**src/rtl/cbus_req_arbiter.sv**
```systemverilog
// Two-master (ibus/dbus) request arbiter in front of the MMU virtual port.
// Holds one grant per transaction and inserts a one-cycle drain gap after each response.
package cbus_pkg;
  localparam int unsigned ADDR_W = 32;
  localparam int unsigned DATA_W = 32;
  localparam int unsigned STRB_W = DATA_W / 8;

  typedef struct packed {
    logic              valid;
    logic              write;
    logic [ADDR_W-1:0] addr;
    logic [DATA_W-1:0] wdata;
    logic [STRB_W-1:0] wstrb;
  } cbus_req_t;

  typedef struct packed {
    logic              ready;
    logic              last;
    logic [DATA_W-1:0] data;
  } cbus_resp_t;
endpackage

module cbus_req_arbiter
  import cbus_pkg::*;
#(
  parameter int unsigned STARVE_LIMIT = 4,
  parameter int unsigned CNT_W        = 3
) (
  input  logic       clk,
  input  logic       rst,
  input  cbus_req_t  ireq,
  output cbus_resp_t iresp,
  input  cbus_req_t  dreq,
  output cbus_resp_t dresp,
  output cbus_req_t  oreq,
  input  cbus_resp_t oresp
);

  localparam logic [CNT_W-1:0] LIMIT = CNT_W'(STARVE_LIMIT);

  typedef enum logic [1:0] {
    S_IDLE    = 2'd0,
    S_GRANT_I = 2'd1,
    S_GRANT_D = 2'd2,
    S_DRAIN   = 2'd3
  } state_t;

  state_t           r_state;
  state_t           w_state_nxt;
  logic [CNT_W-1:0] r_starve_cnt;
  logic [CNT_W-1:0] w_starve_cnt_nxt;
  logic             r_ivalid;
  logic             r_dvalid;
  logic             w_done;

  // State, starvation counter and the sampled request valids used by the IDLE decision
  always_ff @(posedge clk or posedge rst) begin
    if (rst) begin
      r_state      <= S_IDLE;
      r_starve_cnt <= '0;
      r_ivalid     <= 1'b0;
      r_dvalid     <= 1'b0;
    end else begin
      r_state      <= w_state_nxt;
      r_starve_cnt <= w_starve_cnt_nxt;
      r_ivalid     <= ireq.valid;
      r_dvalid     <= dreq.valid;
    end
  end

  assign w_done = oresp.ready && oresp.last;

  // Next-state decision and combinational request/response routing
  always_comb begin
    w_state_nxt      = r_state;
    w_starve_cnt_nxt = r_starve_cnt;
    oreq             = '0;
    iresp            = '0;
    dresp            = '0;
    case (r_state)
      S_IDLE: begin
        if (!r_ivalid) begin
          w_starve_cnt_nxt = '0;
        end
        // The dbus branch is only taken with ibus pending while below LIMIT, so +1 saturates.
        if (r_dvalid && (!r_ivalid || (r_starve_cnt < LIMIT))) begin
          w_state_nxt = S_GRANT_D;
          if (r_ivalid) begin
            w_starve_cnt_nxt = r_starve_cnt + CNT_W'(1);
          end
        end else if (r_ivalid) begin
          w_state_nxt      = S_GRANT_I;
          w_starve_cnt_nxt = '0;
        end
      end
      S_GRANT_I: begin
        oreq  = ireq;
        iresp = oresp;
        if (w_done) begin
          w_state_nxt = S_DRAIN;
        end
      end
      S_GRANT_D: begin
        oreq  = dreq;
        dresp = oresp;
        if (w_done) begin
          w_state_nxt = S_DRAIN;
        end
      end
      S_DRAIN: begin
        w_state_nxt = S_IDLE;
      end
      default: begin
        w_state_nxt = S_IDLE;
      end
    endcase
    if (rst) begin
      oreq  = '0;
      iresp = '0;
      dresp = '0;
    end
  end

endmodule
```
**config.mk**
```make
export PLATFORM = sky130hd
export DESIGN_NAME = cbus_req_arbiter
export DESIGN_NICKNAME = d
export VERILOG_FILES = /design/src/rtl/cbus_req_arbiter.sv
export SDC_FILE = /design/constraint.sdc
export NUM_CORES = 1
export LEC_CHECK = 0
export ABC_AREA = 1
export CORE_AREA = 2 2 123 125
export CTS_CLUSTER_SIZE = 20
export DETAILED_ROUTE_END_ITERATION = 10
export DIE_AREA = 0 0 125 127
export SKIP_LAST_GASP = 1
export SLEW_MARGIN = 40
export SYNTH_ARGS = -nofsm -noshare
export SYNTH_HDL_FRONTEND = slang
export SYNTH_SLANG_ARGS = --single-unit
```
**constraint.sdc**
```tcl
create_clock -name clk -period 1.67 [get_ports clk]
set_clock_uncertainty 0.1 [all_clocks]
set_input_delay 0.2505 -clock clk [delete_from_list [all_inputs] [get_ports clk]]
set_output_delay 0.2505 -clock clk [all_outputs]
set_load 0.02 [all_outputs]
```
==> Word-level counts from Yosys, hierarchy flattened <==
Cells that the tools add are included.
{ "totals": {"regBits": 7, "inputBits": 176, "output_inout_bits": 138, "word_cells": 30} }
{ "op_classes": {"addsub": 1, "magnitude_cmp": 1, "n_eq_ne": 5, "muxes": 12, "n_reduce_logical": 7} }
{ "ops": {"columns": ["op", "count"], "rows": [
  ["$pmux 70 s2", 1],
  ["$mux 34", 4],
  ["$mux 70", 1],
  ["$mux 2", 3],
  ["$mux 3", 2],
  ["$pmux 2 s3", 1],
  ["$eq 2x2->1 const B", 2],
  ["$add 3x1->3 const B", 1],
  ["$lt 3x3->1 const B", 1],
  ["$ne 3x3->1 const B", 1],
  ["$eq 2x1->1 const B", 1],
  ["$logic_and 1x1->1", 2],
  ["$logic_not 2->1", 1],
  ["$ne 2x1->1 const B", 1],
  ["$reduce_and 2->1", 1],
  ["$reduce_or 2->1", 1],
  ["$logic_not 1->1", 1],
  ["$logic_or 1x1->1", 1]
]} }

==> Logic depth before layout (Yosys ltp) <==
{ "depth": {"word_depth": 5, "ltp_mapped": 7, "depth_no_buf": 7} }

==> Least setup slack after synthesis <==
No wires, ideal clock.
{ "synth_timing": {"kind": "register to output", "start": "register r_state[1]", "end": "output iresp[10] in the netlist's numbering", "arrival_time_ps": 1432, "required_time_ps": 1319, "setup_slack_ps": -113, "path_stages_with_launch": 7, "path_buffers": 2, "cell_sequence": "dfrtp_1 > inv_1 > ha_1 > buf_4 > inv_2 > buf_2 > nor3_1"} }
{ "synth_lines": {"columns": ["element", "line_no", "source"], "rows": [
  ["start, declared", "48", "state_t r_state;"],
  ["start signal, assigned", "64", "r_state <= w_state_nxt;"],
  ["end, declared", "32", "output cbus_resp_t iresp,"]
]} }

==> summary.md <==
| Metric | Value |
|---|---|
| Result of the run | finished with violations |
| Violations in the final reports | setup timing |
| Seq/Total Area, Yosys | 8.21% |
| Hold crit path type | input port to async pin |
| Setup slack of the worst register-to-register path | 0.17 ns |
| Most common library cell in the layout ignoring fill and taps | clkdlybuf4s50_1 |
| Data arrival time of the critical path | 1.60 ns |
| Deepest level of the CTS H-tree | 1 |
| Number of global-route vias before repair | 3,992 |
| Area inside the core boundary | 14,400 um^2 |
| Final count of negative-setup-slack endpoints | 138 |
| Post-Place Worst Slack | -0.647 ns |
| Worst flop-to-flop path startpoint | r_state[0] |
| Share of total power in sequential cells | 3.0% |
| Clock latency at the later pin of the worst-skew pair | 0.23 ns |
| Die W | 125 um |
| Avg Synthesized Cell Area | 5.33 um^2 |
| Cts hold-fix bufs | 0 |
| Count of standard-cell rows | 44 |
| Number of nets in the synthesized netlist | 581 |
| Maximum count of clock buffers along a single path | 2 |
| Maximum capacitance violations | 0 |
| Detailed-router iteration count before antenna repair | 4 |
| Category of the worst setup path capture point | primary output |
| Global-route wire length before repair | 21.5 mm |
| Final HPWL DP | 10.6 mm |
| Time the final worst path needs with I/O delays and setup | 1.95 ns |
| Worst Max-Slew Pin Slew | 0.279 ns |
| Total I/O pin count | 314 |
| Final layout net count | 915 |
| Remaining max-slew budget at the tightest pin | 81.4% |
| Largest stage delay, worst path | 0.39 ns |
| Startpoint types | flip-flop |
| Total vias in the final route | 4,028 |
| RSZ-0062 raised after global routing | true |
| YS warnings | 0 |
| DRC violation total after the first TritonRoute iteration | 179 |
| Net switching power of the design | 4110 uW |
| Final period util | 117% |
| Power per standard cell area | 1230 nW/um^2 |
| Cell Int Power | 4010 uW |
| Num Clock Sinks | 7 |
| Switch share | 50.6% |
| Filler Cells Inserted | 1,446 |
| Worst setup path startpoint | r_state[0] |
| Effective utilization at floorplan | 14.8% |
| Highest clock rate | 0.512 GHz |
| Via density per instance | 4.39 |
| Share of post-route cells with drive strength above 1 | 48.3% |
| DIE HEIGHT | 127 um |
| Combinational Power Share | 92.0% |
| Clk pin slew, worst setup/hold paths | 0.04 ns |
| Cell Area, Synth | 2130 um^2 |
| Maximum number of pins on one net before global-route repair | 38 |
| CTS tree | done |
| Layout Area Growth over Synthesis | 209% |
| Residual DRC | 0 |
| Global-route usage over all layers | 16.5% |
| Critical path fanouts, max | 14 |
| Slowest-stage cell, CP | dfrtp_1 |
| Final Max Tran Viols | 0 |
| Final core utilization | 45.7% |
| Hold violation count in the final report | 0 |
| Leading register cell type out of synthesis | dfrtp_1 |
| Top library cells by usage in the layout, fill and taps aside | 174 x clkdlybuf4s50_1, 132 x nand2_1, 105 x buf_4, 66 x a21oi_2, 49 x buf_6 |
| Cell leakage power | 0.00276 uW |
| Number of register bits inferred by synthesis | 7 |
| Cell count after synthesis | 400 |
| Clock Power Share | 5.0% |
| Number of antenna violations at the first check in global routing | 0 |
| Global placer's final weighted congestion | 0.881 |
| Number of buffers created by CTS | 3 |
| Unique cell type count in the Yosys netlist | 17 |
| Crit path required time | 1.32 ns |
| Slack of the critical path | -0.284 ns |
| WL per Instance | 16.6 um |
| Critical path start-end classification | flip-flop to primary output |
| Total wire length | 15.3 mm |
| Largest voltage drop on the vdd net | 446 uV |
| Routed Antenna Nets | 0 |
| Overflow left after global routing | 0 |
| Buffer type at the clock tree root | clkbuf_16 |
| Fraction of registers with async set/reset | 100% |
| Antenna fix cells | 0 |
| Die Area | 15,900 um^2 |
| Post-synth EDFFs | 0 |
| Count of port buffers added during placement | 313 |
| Most repeated library cell on the critical path | buf_12 |
| Critical Path, Cell by Cell | inv_2 -> ha_4 -> buf_12 -> inv_6 -> buf_12 -> nor3_2 -> buf_4 |
-- power groups by stage --
stage                     Combinational [uW]  Clock [uW]  Sequential [uW]
after CTS                               6690         412              246
after global routing                    7940         425              252
after floorplan                         3100           0              241
final                                   7480         404              246
after global placement                  5600           0              241
after detailed placement                5630           0              243
-- critical path: cells and delay by family (launching register included) --
| kind | cells | cell delay (ns) |
|---|---|---|
| DFF | 1 | 0.39 |
| and+or+nand+nor | 1 | 0.13 |
| buffers and inverters | 5 | 0.64 |
| adders and majority gates | 1 | 0.20 |
-- worst paths after layout --
kind	end	cells after the start
worst min register to register	r_state[0]	2
max in group asynchronous	r_starve_cnt[0]	3
min in group clk	r_dvalid	1
worst min-delay path	r_state[0]	3
worst max-delay path	dresp[22]	7
worst max register to register	r_state[1]	9
-- synthesized netlist by cell type, types with 4 or more instances --
library cell    n  area share [%]
nand2_1       156              27
a21oi_1        50              12
nor3_1         48              11
inv_1          45             7.9
buf_2          26             6.1
a21oi_2        20             8.2
nor3_2         20             9.4
dfrtp_1         7             8.2
ha_1            5             2.9
nand3_1         5             1.2
buf_4           4             1.4
buf_6           4             2.1
-- cell type report --
| class | count | area, um^2 | area share, % |
|---|---|---|---|
| repair buffers | 365 | 3720 | 56.4 |
| multi-input cells | 309 | 2200 | 33.4 |
| well taps | 184 | 230 | 3.49 |
| inverters | 48 | 188 | 2.85 |
| flip-flops and latches | 7 | 175 | 2.66 |
| clock buffers | 4 | 78.8 | 1.20 |
-- flip-flops by register name, indices dropped and copies added, names as in the netlist --
signal	cells
r_starve_cnt	3
r_state	2
r_dvalid	1
r_ivalid	1
-- logic make-up after synthesis --
family                     after synthesis  share of synthesized area, %
AOI/OAI and AO/OA                       73                          20.7
buffers and inverters                   85                          18.6
and+or+nand+nor                        230                          49.6
adders and majority gates                5                          2.93
DFF                                      7                          8.21
-- per-stage QoR --
stage / setup TNS, ns / power (uW) / instances / hold slack, ns / cell area, um^2
6_report: -31.98 / 8130 / 917 / 0.0447 / 6590
5_1_grt: -42.52 / 8620 / 917 / 0.0748 / 6590
4_1_cts: -37.81 / 7350 / 911 / 0.0559 / 5980
3_5_place_dp: -71.71 / 5870 / 890 / 0.196 / 5830
3_3_place_gp: -66.03 / 5840 / 890 / 0.199 / 5830
2_1_floorplan: -4.09 / 3340 / 400 / 0.0396 / 2340
-- metal layers --
layer  vias up  track usage, %  share of wire, %
met5         -               0                 0
met4         0            2.88               2.2
met3        28            2.43               4.7
met2       157            31.0                55
met1      1901            20.2                39
li1       1942               -                 -
-- what timing repair did --
action | CTS | global route
resized for setup | 672 | 210
pin swaps | 4 | 29
gates cloned | 8 | 8
setup buffers | 9 | 3
setup endpoints to repair | 138 | 138
Power figures use the tool's default switching activity.
